[src/rtl/min_int16_stream_pkg.sv]
// Shared types and defaults for the streaming signed-minimum block.
package min_int16_stream_pkg;

    localparam int WIDTH_DEF = 16;
    localparam int IDX_W_DEF = 8;

    typedef enum logic [1:0] {
        IDLE  = 2'd0,
        ACCUM = 2'd1,
        HOLD  = 2'd2
    } state_t;

endpackage

[src/rtl/min_int16_stream_if.sv]
// Input/output stream handshake bundle for min_int16_stream.
// out_idx exists only when MIN_INT16_STREAM_IDX_EN is defined.
interface min_int16_stream_if #(
    parameter int WIDTH = 16,
    parameter int IDX_W = 8
);
    logic                    in_valid;
    logic                    in_ready;
    logic signed [WIDTH-1:0] in_data;
    logic                    in_last;
    logic                    out_valid;
    logic                    out_ready;
    logic signed [WIDTH-1:0] out_min;
`ifdef MIN_INT16_STREAM_IDX_EN
    logic        [IDX_W-1:0] out_idx;
`endif

    if (IDX_W < 1) begin : g_bad_idx_w
        $error("IDX_W must be at least 1");
    end

    modport master (
        output in_valid, in_data, in_last, out_ready,
        input  in_ready, out_valid, out_min
`ifdef MIN_INT16_STREAM_IDX_EN
        , input out_idx
`endif
    );

    modport slave (
        input  in_valid, in_data, in_last, out_ready,
        output in_ready, out_valid, out_min
`ifdef MIN_INT16_STREAM_IDX_EN
        , output out_idx
`endif
    );

endinterface

[src/rtl/min_int16_stream_lt_int_nbit.sv]
// Signed A < B comparator; IMPL_TYPE 0 uses the native signed compare,
// any other value splits on the sign bits and compares magnitudes unsigned.
module lt_int_nbit #(
    parameter int WIDTH     = 16,
    parameter int IMPL_TYPE = 1
) (
    input  logic [WIDTH-1:0] A,
    input  logic [WIDTH-1:0] B,
    output logic             Y
);

    if (IMPL_TYPE == 0) begin : g_native
        assign Y = $signed(A) < $signed(B);
    end else begin : g_sign_split
        // Differing signs: A is smaller exactly when A is the negative one.
        // Same sign: two's-complement order matches unsigned order.
        assign Y = (A[WIDTH-1] != B[WIDTH-1]) ? A[WIDTH-1] : (A < B);
    end

endmodule

[src/rtl/min_int16_stream.sv]
// Frame-wise signed minimum over a valid/ready stream, result held until taken.
// Define MIN_INT16_STREAM_IDX_EN to also track and report the minimum's position.
module min_int16_stream
    import min_int16_stream_pkg::*;
#(
    parameter int WIDTH     = WIDTH_DEF,
    parameter int IMPL_TYPE = 1,
    parameter int IDX_W     = IDX_W_DEF
) (
    input  logic               clk,
    input  logic               rst_n,
    min_int16_stream_if.slave  bus
);

    state_t                  state_reg, state_next;
    logic signed [WIDTH-1:0] min_reg, min_next;
    logic                    lt;
    logic                    accept;

`ifdef MIN_INT16_STREAM_IDX_EN
    logic [IDX_W-1:0] idx_reg, idx_next;
    logic [IDX_W-1:0] cnt_reg, cnt_next;
`endif

    if (IDX_W < 1) begin : g_bad_idx_w
        $error("IDX_W must be at least 1");
    end

    lt_int_nbit #(
        .WIDTH     (WIDTH),
        .IMPL_TYPE (IMPL_TYPE)
    ) u_lt (
        .A (bus.in_data),
        .B (min_reg),
        .Y (lt)
    );

    assign accept = bus.in_valid && bus.in_ready;

    always_ff @(posedge clk) begin
        if (!rst_n) begin
            state_reg <= IDLE;
            min_reg   <= '0;
`ifdef MIN_INT16_STREAM_IDX_EN
            idx_reg   <= '0;
            cnt_reg   <= '0;
`endif
        end else begin
            state_reg <= state_next;
            min_reg   <= min_next;
`ifdef MIN_INT16_STREAM_IDX_EN
            idx_reg   <= idx_next;
            cnt_reg   <= cnt_next;
`endif
        end
    end

    always_comb begin
        state_next = state_reg;
        min_next   = min_reg;
`ifdef MIN_INT16_STREAM_IDX_EN
        idx_next   = idx_reg;
        cnt_next   = cnt_reg;
`endif
        case (state_reg)
            IDLE: begin
                if (accept) begin
                    min_next   = bus.in_data;
`ifdef MIN_INT16_STREAM_IDX_EN
                    idx_next   = '0;
                    cnt_next   = IDX_W'(1);
`endif
                    state_next = bus.in_last ? HOLD : ACCUM;
                end
            end
            ACCUM: begin
                if (accept) begin
                    // Strict compare: ties keep the earlier element.
                    if (lt) begin
                        min_next = bus.in_data;
`ifdef MIN_INT16_STREAM_IDX_EN
                        idx_next = cnt_reg;
`endif
                    end
`ifdef MIN_INT16_STREAM_IDX_EN
                    cnt_next   = cnt_reg + IDX_W'(1);
`endif
                    state_next = bus.in_last ? HOLD : ACCUM;
                end
            end
            HOLD: begin
                if (bus.out_ready) begin
                    state_next = IDLE;
                end
            end
            default: begin
                state_next = IDLE;
            end
        endcase
    end

    assign bus.in_ready  = (state_reg != HOLD);
    assign bus.out_valid = (state_reg == HOLD);
    assign bus.out_min   = min_reg;
`ifdef MIN_INT16_STREAM_IDX_EN
    assign bus.out_idx   = idx_reg;
`endif

endmodule

[src/flat_wrapper.sv]
// flat-port wrapper written by rule: the top's interface ports become plain ports
module min_int16_stream_flat import min_int16_stream_pkg::*;
#(
    parameter int WIDTH     = WIDTH_DEF,
    parameter int IMPL_TYPE = 1,
    parameter int IDX_W     = IDX_W_DEF
)
  (clk, rst_n, bus_in_valid, bus_in_data, bus_in_last, bus_out_ready, bus_in_ready, bus_out_valid, bus_out_min);
  min_int16_stream_if #(.WIDTH(WIDTH), .IDX_W(IDX_W)) bus_i ();
  input  logic clk;
  input  logic rst_n;
  input wire logic [$bits(bus_i.in_valid)-1:0] bus_in_valid;
  input wire logic [$bits(bus_i.in_data)-1:0] bus_in_data;
  input wire logic [$bits(bus_i.in_last)-1:0] bus_in_last;
  input wire logic [$bits(bus_i.out_ready)-1:0] bus_out_ready;
  output wire logic [$bits(bus_i.in_ready)-1:0] bus_in_ready;
  output wire logic [$bits(bus_i.out_valid)-1:0] bus_out_valid;
  output wire logic [$bits(bus_i.out_min)-1:0] bus_out_min;
  assign bus_i.in_valid = bus_in_valid;
  assign bus_i.in_data = bus_in_data;
  assign bus_i.in_last = bus_in_last;
  assign bus_i.out_ready = bus_out_ready;
  assign bus_in_ready = bus_i.in_ready;
  assign bus_out_valid = bus_i.out_valid;
  assign bus_out_min = bus_i.out_min;
  min_int16_stream #(.WIDTH(WIDTH), .IMPL_TYPE(IMPL_TYPE), .IDX_W(IDX_W)) u_core (.clk(clk), .rst_n(rst_n), .bus(bus_i));
endmodule
[config.mk]
export PLATFORM = sky130hd
export DESIGN_NAME = min_int16_stream_flat
export DESIGN_NICKNAME = d
export VERILOG_FILES = /design/src/rtl/min_int16_stream_pkg.sv /design/src/rtl/min_int16_stream_if.sv /design/src/rtl/min_int16_stream_lt_int_nbit.sv /design/src/rtl/min_int16_stream.sv /design/src/flat_wrapper.sv
export SDC_FILE = /design/constraint.sdc
export NUM_CORES = 1
export LEC_CHECK = 0
export CAP_MARGIN = 20
export CORE_AREA = 2 2 57 59
export DETAILED_ROUTE_END_ITERATION = 10
export DIE_AREA = 0 0 59 61
export HOLD_SLACK_MARGIN = 0.12
export PLACE_DENSITY_LB_ADDON = 0.1
export SETUP_SLACK_MARGIN = 0.3
export SYNTH_ARGS = -nofsm -noshare
export SYNTH_HDL_FRONTEND = slang
export SYNTH_HIERARCHICAL = 1
export SYNTH_SLANG_ARGS = --single-unit
[constraint.sdc]
create_clock -name clk -period 2.5 [get_ports clk]
set_input_delay 0.625 -clock clk [delete_from_list [all_inputs] [get_ports clk]]
set_output_delay 0.625 -clock clk [all_outputs]
set_load 0.005 [all_outputs]
== After elaboration in Yosys (flattened, before gate mapping) ==
Index checks and enable logic that the tools add are counted.
Word-level totals
  register bits: 18
  logic and storage cells: 27
Operators by class
  muxes and demuxes: 9
  reduce and logical (&&, ||, !) cells: 6
  eq/ne operators: 9
  order comparisons: 1
Operator list (number)
  $mux 16: 3
  $pmux 16 s2: 1
  $lt 16x16->1: 1
  $ne 2x1->1 const B: 4
  $mux 2: 3
  $ne 2x2->1 const B: 2
  $pmux 2 s2: 1
  $reduce_and 4->1: 1
  $eq 2x1->1 const B: 1
  $eq 2x2->1 const B: 1
  $logic_not 2->1: 1
  $reduce_and 2->1: 1
  $reduce_bool 2->1: 1
  $reduce_or 2->1: 1
  $logic_and 1x1->1: 1
  $mux 1: 1
  $ne 1x1->1: 1

== Longest topological paths before layout ==
  depth after elaboration: 5
  gate-level depth with buffers: 11
  gate-level depth less buffers: 9

== By module ==
Netlist, hierarchy kept.
Modules (own cells, without submodules)
  min_int16_stream: times used 1, cells an instance 81, area an instance 757.0 µm²
  lt_int_nbit: times used 1, cells an instance 50, area an instance 380.4 µm²

== Least setup slack after synthesis ==
No wires, ideal clock.
  path kind: input port to flip-flop
  start point: input bus_in_data[9]
  end point: register u_core.min_reg[0], in the netlist u_core/bus.out_min[0]
  setup time: 0.072 ns
  buffers on the path: 2
  setup slack: -0.163 ns
  stages: 10
  data required time: 2.428 ns
  arrival time: 2.591 ns
  cell sequence: ha_1 > a21o_1 > a21o_1 > a221o_1 > a211oi_1 > nor2b_4 > nor3b_2 > buf_6 > buf_12 > mux2i_1
On the way
  word-level cells in the longest chain between the ends: 4
RTL lines
  start, declared: RTL line flat_wrapper.sv:13  | input wire logic [$bits(bus_i.in_data)-1:0] bus_in_data;
  $lt 16x16->1: RTL line min_int16_stream_lt_int_nbit.sv:17  | assign Y = (A[WIDTH-1] != B[WIDTH-1]) ? A[WIDTH-1] : (A < B);
  $mux 1: RTL line min_int16_stream_lt_int_nbit.sv:17
  net u_core.lt: RTL line min_int16_stream.sv:17  | logic lt;
  $ne 2x1->1 (no source line)
  $reduce_and 4->1 (no source line)
  end signal, assigned: RTL line min_int16_stream.sv:50  | min_reg <= min_next;
  end, declared: RTL line min_int16_stream.sv:16  | logic signed [WIDTH-1:0] min_reg, min_next;
The timed path passes the listed nets, and every way through them passes these cells.
A chain may end at the register's enable or synchronous reset.

== Worst setup path in the final report ==
  start point: input bus_in_data[6]
  end point: register u_core.min_reg[13], in the netlist u_core/bus.out_min[13]
Same word-level chain as after synthesis.

==> out/results.env <==
FINAL_NETS=217
DRC_ERRORS=0
GRT_START_MAX_NET_PINS=35
GRT_ANTENNA_BEFORE_REPAIR=0
VIA_COUNT=1029
INITIAL_CORE_UTIL_PCT=38.5
LAYOUT.FILLER_CELLS=283
FINALWEIGHTEDCONGESTION=0.749
MAXSLEWVIOLCOUNT=0
IO_BUFFERS=38
PERIOD_SHARE_PCT=92.4
RRSETUPSLACK_NS=0.20
OVERFLOW_LEFT_AFTER_GLOBAL_ROUTING=0
PLACED_CELLS_INCL_TAPS=206
VDD_DROP_MAX_V=0.000274
CRIT_PATH_MAX_FANOUT=6
CHIPHEIGHT_UM=61
DRTANTENNAVIOLNETS=0
NUMBER_OF_PRIMARY_I_O_PINS=39
PLACEMENT.CELL_AREA_MM2=0.00162
CLOCK_TREE_SINKS=18
SETUP_VIOL=0
FLOP_AND_LATCH_COUNT_OUT_OF_SYNTHESIS=18
SYNTH.YOSYS.WARNINGS=6
DR.FIRST_ITER.DRC_COUNT=19
CTS_HTREE_LEVELS=1
HOLD_VIOL_FINAL=0
FINAL_AREA_MM2=0.00182
SYNTHDISTINCTLIBCELLS=24
HOLD_BUFFERS=0
WORSTSETUPSTARTPOINTTYPE='input port'
CLK_PIN_SLEW_NS=0.11
GRT_PASS1_VIAS=1057
MAX_SLEW.WORST_PIN.SLEW_NS=0.319
P_LEAK_uW=0.000752
DR.PASS1.ITERS=4
GRT_SETUP_UNREPAIRED='true'
CLOCK_TREE_FROM_TRITONCTS='yes'
POWER.DENSITY_CELL_AREA_mW_PER_MM2=434
NETLIST_AREA_MM2=0.00114
WL_UM=2630
AVGVIACOUNTPERCELL=4.83
DRIVE_GT1_SHARE_PCT=29.4
LARGEST_REG_FLOPS=16
GRT_USE_TOTAL_PCT=16.6
PLACEABLECOREAREA_MM2=0.00295
CP.REQUIRED_NS=2.72
CRIT_PATH_END_KIND='register'
ARRIVAL_NS=2.53
RUN_STATUS='finished clean'
AREAGROWTHSYNTHTOFINISH_PCT=59.7
SYN-MEAN-INSTANCE-AREA_UM2=8.68
DP_HPWL_UM=1900
CTS-ROOT-BUF='clkbuf_4'
MAXCLOCKFREQUENCY_MHz=433
SYNTH.YOSYS.SEQ_AREA_SHARE_PCT=31.7
DESIGN.DIE.AREA_MM2=0.00360
GRT_PASS1_WL_UM=4470
STD_CELL_ROWS=20
CTS_MADE_BUFFERS=3
FINAL_CELL_COUNT_NO_FILL=213
PERIOD_NEEDED_NS=2.31
EDFF_COUNT_SYNTH=0
CAP_VIOLATIONS=0
CLOCK-SKEW-FINAL_NS=0.00442
YS_DOMINANT_REG_CELL='dfxtp_1'
INSERTION_DELAY_NS=0.29
SYNTH_ASYNC_SR_FLOP_SHARE_PCT=0
WORST-SETUP-PATH-TYPE='input port to register'
FINAL_UTIL_PCT=61.5
SYNTH_CELLS=131
CTS.PATH.MAX_BUFFERS=2
WL_PER_CELL_UM=12.3
DIODES=0
SYN-NUM-NETS=167
MAXSLEWHEADROOM_PCT=78.7
HOLD_PATH.CLASS='register to register'
DIE_BOUNDARY_WIDTH_UM=59
==> cell usage in the layout, fill, tap and decap left out, types with 2 or more instances in the layout <==
cell | Yosys | routed
ha_2 | 0 | 4
ha_4 | 0 | 8
a2111oi_4 | 0 | 2
buf_4 | 0 | 10
and4_1 | 2 | 2
inv_1 | 17 | 16
dlygate4sd2_1 | 0 | 5
mux2i_1 | 17 | 17
a21oi_2 | 0 | 2
a211oi_2 | 0 | 2
clkdlybuf4s50_1 | 0 | 22
clkbuf_4 | 0 | 3
buf_6 | 1 | 4
a21o_1 | 3 | 3
dfxtp_1 | 18 | 14
dfxtp_2 | 0 | 4
ha_1 | 15 | 3
clkdlybuf4s15_1 | 0 | 3
clkdlybuf4s15_2 | 0 | 2
nand2_1 | 35 | 34
buf_2 | 3 | 4
==> cell families (layout without fill, tap and decap cells) <==
| family | Yosys count | after routing | synth area share (%) |
|---|---|---|---|
| simple gates | 45 | 45 | 18.8 |
| fa+ha+maj | 15 | 15 | 16.5 |
| compound gates | 13 | 13 | 8.03 |
| buf+inv | 23 | 72 | 10.0 |
| flops | 18 | 18 | 31.7 |
| mux | 17 | 17 | 15.0 |
==> final cells by class <==
type / instances / area [um2] / area share (%)
multi-input cells: 90 / 848 / 46.7
repair buffers: 51 / 462 / 25.4
flip-flops and latches: 18 / 365 / 20.1
inverters: 17 / 63.8 / 3.51
well taps: 33 / 41.3 / 2.27
clock buffers: 4 / 36.3 / 2.00
==> per-layer routing <==
metal,vias to the layer above,track usage [%],share of wire (%)
li1,536,-,-
met1,469,19.1,45
met3,2,3.20,3.4
met4,0,6.82,0.72
met5,-,0,0
met2,22,30.0,51
==> worst max-delay path, cell delays in order <==
cell and delay [ns]:
clkdlybuf4s15_2 0.19, ha_1 0.29, buf_4 0.14, buf_4 0.12, nand4_1 0.11, a2111oi_4 0.05, a211oi_2 0.28, nor2b_4 0.07
nor3b_4 0.28, buf_6 0.18, mux2i_1 0.19
==> cell usage after synthesis (all sizes together) (2+ instances only) <==
master / count / area share [%]
and4: 2 / 1.5
mux2i: 17 / 15
inv: 17 / 5.6
nand2b: 2 / 1.1
o21ai: 2 / 0.88
dfxtp: 18 / 32
nand2: 35 / 12
ha: 15 / 17
buf: 5 / 4.1
a21oi: 2 / 0.88
a2111oi: 2 / 1.5
a211oi: 2 / 1.3
a21o: 3 / 2.0
==> stage by stage <==
stage	worst slack, ns	setup TNS, ns	power [uW]	hold WS, ns
2_1_floorplan	0.0506	0	450	0.464
3_3_place_gp	-0.515	-8.08	557	0.457
3_5_place_dp	-0.571	-9.01	563	0.464
4_1_cts	0.187	0	788	0.484
5_1_grt	0.0775	0	839	0.495
6_report	0.190	0	788	0.476
==> power breakdown <==
group | total, uW | switching [uW] | internal (uW)
clock | 184 | 95.0 | 88.7
combinational | 277 | 115 | 162
sequential | 327 | 17.2 | 310
total | 788 | 227 | 561
==> path summary, 6_finish.rpt <==
path | depth (start not counted) | endpoint | startpoint
worst max-delay path | 11 | u_core/bus.out_min[13]$_SDFFE_PN0P_ | bus_in_data[6]
worst min-delay path | 2 | u_core/bus.out_min[8]$_SDFFE_PN0P_ | u_core/bus.out_min[8]$_SDFFE_PN0P_
worst max register to register | 10 | u_core/bus.out_min[13]$_SDFFE_PN0P_ | u_core/bus.out_min[9]$_SDFFE_PN0P_
worst min register to register | 2 | u_core/bus.out_min[8]$_SDFFE_PN0P_ | u_core/bus.out_min[8]$_SDFFE_PN0P_
==> timing repair <==
action	in CTS	in global routing
cloned	0	0
gates resized for setup	65	8
setup endpoints to repair	16	16
setup buffers	3	0
pin swaps	27	7
Note: power is estimated with default switching activity, not from simulation.
